--- config.mk ---
export PLATFORM = sky130hd
export DESIGN_NAME = mips_multicycle_ctrl
export DESIGN_NICKNAME = d
export VERILOG_FILES = /design/src/rtl/mips_multicycle_ctrl.sv
export SDC_FILE = /design/constraint.sdc
export NUM_CORES = 1
export LEC_CHECK = 0
export BUFFER_PORTS_ARGS = -buffer_cell sky130_fd_sc_hd__buf_2
export CELL_PAD_IN_SITES_DETAIL_PLACEMENT = 0
export CELL_PAD_IN_SITES_GLOBAL_PLACEMENT = 1
export CORE_UTILIZATION = 33
export CTS_CLUSTER_DIAMETER = 200
export DETAILED_ROUTE_END_ITERATION = 10
export PLACE_DENSITY_LB_ADDON = 0.1
export SLEW_MARGIN = 0
export SYNTH_ARGS = -nofsm -noshare
export SYNTH_HDL_FRONTEND = slang
export SYNTH_SLANG_ARGS = --single-unit
--- constraint.sdc ---
create_clock -name clk -period 1.8 [get_ports clk]
set_input_delay 0.54 -clock clk [delete_from_list [all_inputs] [get_ports clk]]
set_output_delay 0.54 -clock clk [all_outputs]
set_load 0.01 [all_outputs]
--- src/rtl/mips_multicycle_ctrl.sv ---
// Multicycle MIPS control FSM: sequences fetch/decode/execute over several cycles,
// drives the shared-ALU datapath enables and issues the 3-bit ALUCtrl code.
`timescale 1ns/1ps
module mips_multicycle_ctrl #(
  parameter bit          USE_MEM_READY = 1'b1,
  parameter int unsigned CNT_W         = 32
) (
  input  logic             clk,
  input  logic             rst_n,
  input  logic [5:0]       Op,
  input  logic [5:0]       Funct,
  input  logic             Z,
  input  logic             mem_ready,
  output logic             IorD,
  output logic             MemRead,
  output logic             MemWrite,
  output logic             IRWrite,
  output logic             RegDst,
  output logic             MemtoReg,
  output logic             RegWrite,
  output logic             ALUSrcA,
  output logic [1:0]       ALUSrcB,
  output logic [2:0]       ALUCtrl,
  output logic [1:0]       PCSrc,
  output logic             PCEn,
  output logic             illegal_op,
  output logic [CNT_W-1:0] instr_retired
);

  localparam logic [5:0] OP_RTYPE = 6'b000000;
  localparam logic [5:0] OP_LW    = 6'b100011;
  localparam logic [5:0] OP_SW    = 6'b101011;
  localparam logic [5:0] OP_BEQ   = 6'b000100;
  localparam logic [5:0] OP_ADDI  = 6'b001000;
  localparam logic [5:0] OP_J     = 6'b000010;

  localparam logic [5:0] FN_ADD = 6'b100000;
  localparam logic [5:0] FN_SUB = 6'b100010;
  localparam logic [5:0] FN_AND = 6'b100100;
  localparam logic [5:0] FN_OR  = 6'b100101;
  localparam logic [5:0] FN_SLT = 6'b101010;

  localparam logic [2:0] ALU_AND = 3'b000;
  localparam logic [2:0] ALU_OR  = 3'b001;
  localparam logic [2:0] ALU_ADD = 3'b010;
  localparam logic [2:0] ALU_SUB = 3'b110;
  localparam logic [2:0] ALU_SLT = 3'b111;

  localparam logic [1:0] SRCB_B    = 2'b00;
  localparam logic [1:0] SRCB_FOUR = 2'b01;
  localparam logic [1:0] SRCB_IMM  = 2'b10;
  localparam logic [1:0] SRCB_IMM2 = 2'b11;

  localparam logic [1:0] PC_ALURES = 2'b00;
  localparam logic [1:0] PC_ALUOUT = 2'b01;
  localparam logic [1:0] PC_JUMP   = 2'b10;

  typedef enum logic [3:0] {
    S_FETCH  = 4'd0,
    S_DECODE = 4'd1,
    S_MEMADR = 4'd2,
    S_MEMRD  = 4'd3,
    S_MEMWB  = 4'd4,
    S_MEMWR  = 4'd5,
    S_EXEC   = 4'd6,
    S_ALUWB  = 4'd7,
    S_BRANCH = 4'd8,
    S_ADDIEX = 4'd9,
    S_ADDIWB = 4'd10
  } state_t;

  localparam state_t S_JUMP = state_t'(4'd11);

  state_t state_q;
  state_t state_d;
  logic   mem_rdy;
  logic   funct_ok;
  logic   pc_write;
  logic   branch;
  logic   retire;
  logic   illegal_d;

  always_comb mem_rdy = USE_MEM_READY ? mem_ready : 1'b1;

  // R-type functions this controller can execute
  always_comb begin
    funct_ok = 1'b0;
    case (Funct)
      FN_ADD, FN_SUB, FN_AND, FN_OR, FN_SLT: funct_ok = 1'b1;
      default:                               funct_ok = 1'b0;
    endcase
  end

  always_ff @(posedge clk) begin
    if (!rst_n) begin
      state_q       <= S_FETCH;
      illegal_op    <= 1'b0;
      instr_retired <= '0;
    end else begin
      state_q    <= state_d;
      illegal_op <= illegal_d;
      if (retire) begin
        instr_retired <= instr_retired + CNT_W'(1);
      end
    end
  end

  always_comb begin
    state_d   = state_q;
    IorD      = 1'b0;
    MemRead   = 1'b0;
    MemWrite  = 1'b0;
    IRWrite   = 1'b0;
    RegDst    = 1'b0;
    MemtoReg  = 1'b0;
    RegWrite  = 1'b0;
    ALUSrcA   = 1'b0;
    ALUSrcB   = SRCB_B;
    ALUCtrl   = ALU_ADD;
    PCSrc     = PC_ALURES;
    pc_write  = 1'b0;
    branch    = 1'b0;
    retire    = 1'b0;
    illegal_d = 1'b0;

    case (state_q)
      S_FETCH: begin
        MemRead = 1'b1;
        ALUSrcB = SRCB_FOUR;
        if (mem_rdy) begin
          IRWrite  = 1'b1;
          pc_write = 1'b1;
          state_d  = S_DECODE;
        end
      end
      // Speculatively form the branch target while the opcode is decoded
      S_DECODE: begin
        ALUSrcB = SRCB_IMM2;
        case (Op)
          OP_LW, OP_SW: state_d = S_MEMADR;
          OP_BEQ:       state_d = S_BRANCH;
          OP_ADDI:      state_d = S_ADDIEX;
          OP_J:         state_d = S_JUMP;
          OP_RTYPE: begin
            if (funct_ok) begin
              state_d = S_EXEC;
            end else begin
              illegal_d = 1'b1;
              state_d   = S_FETCH;
            end
          end
          default: begin
            illegal_d = 1'b1;
            state_d   = S_FETCH;
          end
        endcase
      end
      S_MEMADR: begin
        ALUSrcA = 1'b1;
        ALUSrcB = SRCB_IMM;
        state_d = (Op == OP_LW) ? S_MEMRD : S_MEMWR;
      end
      S_MEMRD: begin
        IorD    = 1'b1;
        MemRead = 1'b1;
        if (mem_rdy) begin
          state_d = S_MEMWB;
        end
      end
      S_MEMWB: begin
        MemtoReg = 1'b1;
        RegWrite = 1'b1;
        retire   = 1'b1;
        state_d  = S_FETCH;
      end
      // Write strobe stays asserted for the whole memory wait
      S_MEMWR: begin
        IorD     = 1'b1;
        MemWrite = 1'b1;
        if (mem_rdy) begin
          retire  = 1'b1;
          state_d = S_FETCH;
        end
      end
      S_EXEC: begin
        ALUSrcA = 1'b1;
        case (Funct)
          FN_SUB:  ALUCtrl = ALU_SUB;
          FN_AND:  ALUCtrl = ALU_AND;
          FN_OR:   ALUCtrl = ALU_OR;
          FN_SLT:  ALUCtrl = ALU_SLT;
          default: ALUCtrl = ALU_ADD;
        endcase
        state_d = S_ALUWB;
      end
      S_ALUWB: begin
        RegDst   = 1'b1;
        RegWrite = 1'b1;
        retire   = 1'b1;
        state_d  = S_FETCH;
      end
      S_BRANCH: begin
        ALUSrcA = 1'b1;
        ALUCtrl = ALU_SUB;
        PCSrc   = PC_ALUOUT;
        branch  = 1'b1;
        retire  = 1'b1;
        state_d = S_FETCH;
      end
      S_ADDIEX: begin
        ALUSrcA = 1'b1;
        ALUSrcB = SRCB_IMM;
        state_d = S_ADDIWB;
      end
      S_ADDIWB: begin
        RegWrite = 1'b1;
        retire   = 1'b1;
        state_d  = S_FETCH;
      end
      S_JUMP: begin
        PCSrc    = PC_JUMP;
        pc_write = 1'b1;
        retire   = 1'b1;
        state_d  = S_FETCH;
      end
      default: state_d = S_FETCH;
    endcase

    PCEn = pc_write | (branch & Z);

    // Abandon any in-flight access while reset is held
    if (!rst_n) begin
      MemRead  = 1'b0;
      MemWrite = 1'b0;
      IRWrite  = 1'b0;
      RegWrite = 1'b0;
      PCEn     = 1'b0;
    end
  end

endmodule

* Yosys cells after proc, flatten, opt, wreduce, memory -nomap -nowiden
Index checks and enable logic that the tools add are counted.
W data, S select, Z words.
** Storage, ports and cells
- Register bits after elaboration :: 37
- Input port bits :: 16
- Output and inout port bits :: 49
- Word-level logic and storage cells :: 74
** Operators by class
- $add $sub $neg :: 1
- Eq/ne operators :: 24
- Muxes and demuxes :: 31
- Bitwise operators :: 2
- Reductions and logical operators :: 13
** Operator list (count)
- $eq A6 B6 Y1 const B :: 7
- $add A32 B1 Y32 const B :: 1
- $pmux W4 S7 :: 1
- $pmux W4 S5 :: 1
- $mux W1 :: 17
- $eq A4 B3 Y1 const B :: 4
- $eq A4 B4 Y1 const B :: 4
- $reduce_or A5 Y1 :: 3
- $mux W4 :: 3
- $pmux W3 S4 :: 1
- $eq A4 B2 Y1 const B :: 2
- $reduce_or A2 Y1 :: 4
- $eq A6 B2 Y1 const B :: 1
- $eq A6 B3 Y1 const B :: 1
- $eq A6 B4 Y1 const B :: 1
- $logic_not A6 Y1 :: 1
- $mux W3 :: 2
- $ne A2 B2 Y1 const B :: 3
- $pmux W1 S2 :: 3
- $pmux W2 S3 :: 1
- $pmux W3 S2 :: 1
- $eq A4 B1 Y1 const B :: 1
- $logic_not A4 Y1 :: 1
- $pmux W2 S2 :: 1
- other kinds (6) :: 6

* Depth between registers and ports, before layout
- Word-level depth :: 6
- Gate-level depth with buffers :: 7
- Mapped depth without buffers :: 6

* Least setup slack after synthesis
Ideal clock, no wire load.
- Path type :: reg2out
- Start point :: register state_q[3]
- End point :: output port PCEn
- Arrival time :: 1307 ps
- Required time :: 1260 ps
- Setup slack :: -47 ps
- Cell stages (with the launch flop) :: 6
- Path buffers :: 1
- Cell sequence :: dfxtp_1 -> buf_2 -> inv_1 -> nand3_1 -> nor4_1 -> a31o_2
** Between the ends
- Longest elaborated chain between the ends :: 5
- Elaborated cells between the ends (all ways) :: 8
- Classes of those cells :: 2 x eq/ne; 3 x mux; 2 x bitwise; 1 x reduce/logical
** RTL lines
- start, declared :: RTL line 74 : state_t state_q;
- start signal, assigned :: RTL line 100 : state_q <= state_d;
- $eq A4 B4 Y1 :: RTL line 126 : case (state_q)
- $mux W1 :: RTL line 126
- $and A1 B1 Y1 :: RTL line 229 : PCEn = pc_write | (branch & Z);
- $or A1 B1 Y1 * :: RTL line 229
- $mux W1 * :: RTL line 232 : if (!rst_n) begin
- end, declared :: RTL line 25 : output logic PCEn,
Every way passes the cells marked *; elsewhere a longest branch is shown, timed or not.

* Worst setup path in the final report
- Start point :: register state_q[3]
- End point :: output port MemRead
** Between the ends
- Longest elaborated chain between the ends :: 4
- Elaborated cells between the ends (all ways) :: 5
- Classes of those cells :: 1 x eq/ne; 2 x mux; 2 x reduce/logical
** RTL lines
- $eq A4 B2 Y1 or $logic_not A4 Y1 (tied branches) :: RTL line 126
- $reduce_or A2 Y1 (no source line) *
- $mux W1 * :: RTL line 126
- $mux W1 * :: RTL line 232
- end, declared :: RTL line 15 : output logic MemRead,
Marks and branches as above.

==> flow_summary.yaml <==
setup_path:
  crit_family: "buffers and inverters"
  critPathMaxStageDelay_ps: 370
  path_buf_inv: 4
  critPathLaunchType: "flip-flop"
  cp.required_ps: 1260
  crit_path_end_kind: "output port"
  path_cells: "buf_6 > inv_6 > nand3_4 > buf_4 > nor3_2 > buf_2"
  cpMaxStageDelayCell: "dfxtp_4"
  worst-setup-path-type: "flip-flop to output port"
  cp_max_fo: 4
  worstPathArrival_ps: 1360
die:
  coreArea_um2: 6310
  start_util_pct: 34.2
  pin_count: 65
  die_w_um: 82.9
  fp.dieH_um: 82.9
  dieArea_um2: 6870
  rows: 29
sta:
  finClkSkew_ps: 9.56
  drv_slew: 0
  worstMarginPinSlew_ps: 444
  setup-violations-final: 9
  relSlewSlack_pct: 70.2
  clock.fmax_mhz: 526
  layout_min_cycle_time_ps: 1900
  rsz0062_at_grt: "yes"
  fin_crit_sh_pct: 106
  hold_viol: 0
  setup_slack_ps: -101
run:
  maxCapViolCount: 0
placed_design:
  dp_slack_ps: -114
  placement.io_buffers: 64
  hpwl_um: 4650
  place_congestion: 0.773
synthesis:
  ys_dominant_reg_cell: "dfxtp_1"
  netlist_area_um2: 2160
  synth_commonest_cells: "dfxtp_1, nor2_1, nand2_1"
  synth_cell_types: 43
  netlist.area_leader.share_pct: 34.3
  synth_area_leaders: "dfxtp_1, xnor2_1, a21oi_1"
  synth_largest_area_cell: "dfxtp_1"
  ys.warnings.count: 0
  ys_async_sr_fraction_pct: 0
  synth_edf_count: 0
  ys_seq_area_share_pct: 34.3
  avgSynthCellArea_um2: 7.42
  yosysMostFrequentCell: "dfxtp_1"
  syn_nets: 308
  ys_seq_elements: 37
  syn_inst: 291
layout:
  area_growth_pct: 63.3
  nNetsFinal: 429
  fill_cells: 629
  diodes: 0
  layout-drive-gt1-share_pct: 50.5
route:
  drc_errors: 0
  dr.pass1.iters: 5
  wire_per_inst_um: 13.8
  detailedRoute.firstIterationViolations: 113
  totalWireLength_um: 6760
  viasPerCell: 5.27
  dr_total_vias: 2575
  ant_nets: 0
power_and_ir_drop:
  ir_drop_mv: 0.360
  power_density_nw_per_um2: 483
  leakage_uw: 0.00139
  p_total_uw: 1700
hold_path:
  hold_class: "input pin to flip-flop"
global_route:
  track_usage_pct: 18.1
  overflow: 0
  grt_pass1_wl_um: 10300
  grt_max_degree: 32
  grt_antenna_before_repair: 0
  grt_pass1_vias: 2226
outcome:
  violations: "setup timing"
  outcome: "finished, violations left"
clock_tree:
  cts_root_buffer: "clkbuf_8"
  cts.htree.levels: 2
  path_clk_slew_ps: 70
  insertion_delay_ps: 290
  cts_tree: "done"
  holdBufCountCts: 0
  clockBufferDepth: 2
  cts.sinks: 37
  cts_buffers: 5
-- path summary, 6_finish.rpt --
kind                            cells past startpoint                             end                      startpoint  slack, ps
worst max-delay path                                6                         MemRead         state_q[3]$_SDFFE_PN0P_       -100
worst min-delay path                                2         state_q[1]$_SDFFE_PN0P_                           Op[4]        490
worst max register to register                      7  instr_retired[31]$_SDFFE_PN0P_         state_q[3]$_SDFFE_PN0P_         60
worst min register to register                      2  instr_retired[28]$_SDFFE_PN0P_  instr_retired[28]$_SDFFE_PN0P_        490
-- layout make-up --
| class | instances | area (um2) | area share, % |
|---|---|---|---|
| Inverter | 12 | 52.6 | 1.49 |
| Sequential cell | 37 | 767 | 21.8 |
| Timing Repair Buffer | 127 | 867 | 24.6 |
| Clock buffer | 5 | 68.8 | 1.95 |
| Multi-Input combinational cell | 229 | 1640 | 46.5 |
| Tap cell | 77 | 96.3 | 2.73 |
| Clock inverter | 2 | 35.0 | 0.994 |
-- metrics by stage --
| stage | area, um2 | util (%) | TNS (ps) | hold WS (ps) | instances |
|---|---|---|---|---|---|
| 6_report | 3520 | 55.8 | -526 | 490 | 489 |
| 5_1_grt | 3520 | 55.8 | -1520 | 489 | 489 |
| 4_1_cts | 3140 | 49.8 | -930 | 485 | 481 |
| 3_5_place_dp | 2890 | 45.8 | -792 | 486 | 465 |
| 3_3_place_gp | 2890 | 45.8 | -361 | 480 | 465 |
| 2_1_floorplan | 2170 | - | 0 | 497 | 291 |
-- worst register-to-register path, cell delays in order, from the launching register on --
cell and delay (ps):
dfxtp_4 370, buf_6 130, buf_4 150, o21ai_4 160
nand4_1 120, buf_6 160, or4_1 460, a21oi_1 130
-- layout by cell type (no fill, tap or decap), types with 6 or more instances in the layout --
cell type	synthesis	final
a21oi_1	25	18
a21oi_2	0	7
buf_2	4	62
buf_4	0	49
buf_6	0	15
dfxtp_1	37	22
dfxtp_2	0	12
inv_1	12	10
nand2_1	28	27
nand3_1	16	12
nand4_1	7	7
nor2_1	29	26
nor3_1	14	10
nor4_2	0	6
o21ai_0	19	12
or3_1	12	8
or3_4	0	6
xnor2_1	15	14
-- layer usage --
metal | track usage, % | wire length, um | vias to the layer above | share of wire (%)
li1 | - | - | 1293 | -
met1 | 24.9 | 3180 | 1210 | 47
met2 | 28.6 | 3200 | 65 | 47
met3 | 3.78 | 295 | 7 | 4.4
met4 | 5.49 | 87 | 0 | 1.3
met5 | 0 | 0 | - | 0
-- report_power, final --
part / internal, uW / total, uW / switching (uW)
Clock: 403 / 696 / 293
Combinational: 82.1 / 185 / 103
Sequential: 817 / 822 / 4.72
-- kinds of logic (layout without fill, tap and decap cells) --
group	count (synthesis)	in the layout	share of synthesized area [%]
AND/OR/NAND/NOR	146	146	35.4
multiplexers	1	1	0.464
adder cells (fa/ha/maj)	2	2	1.04
AO/OA/AOI/OAI	65	65	18.1
XOR/XNOR	15	15	6.09
buffers and inverters	25	146	4.58
flip-flops	37	37	34.3
-- flip-flops by register name (all words and copies together) (netlist names) --
signal         cells
illegal_op         1
instr_retired     32
state_q            4
-- what timing repair did --
action                                 CTS  global route
pin swaps                                3            23
resized for setup                       26            85
setup buffers                            9             8
setup endpoints to repair               21            32
cloned                                   1             0
endpoints found under the hold margin    0             0
Note: power is estimated with default switching activity, not from simulation.
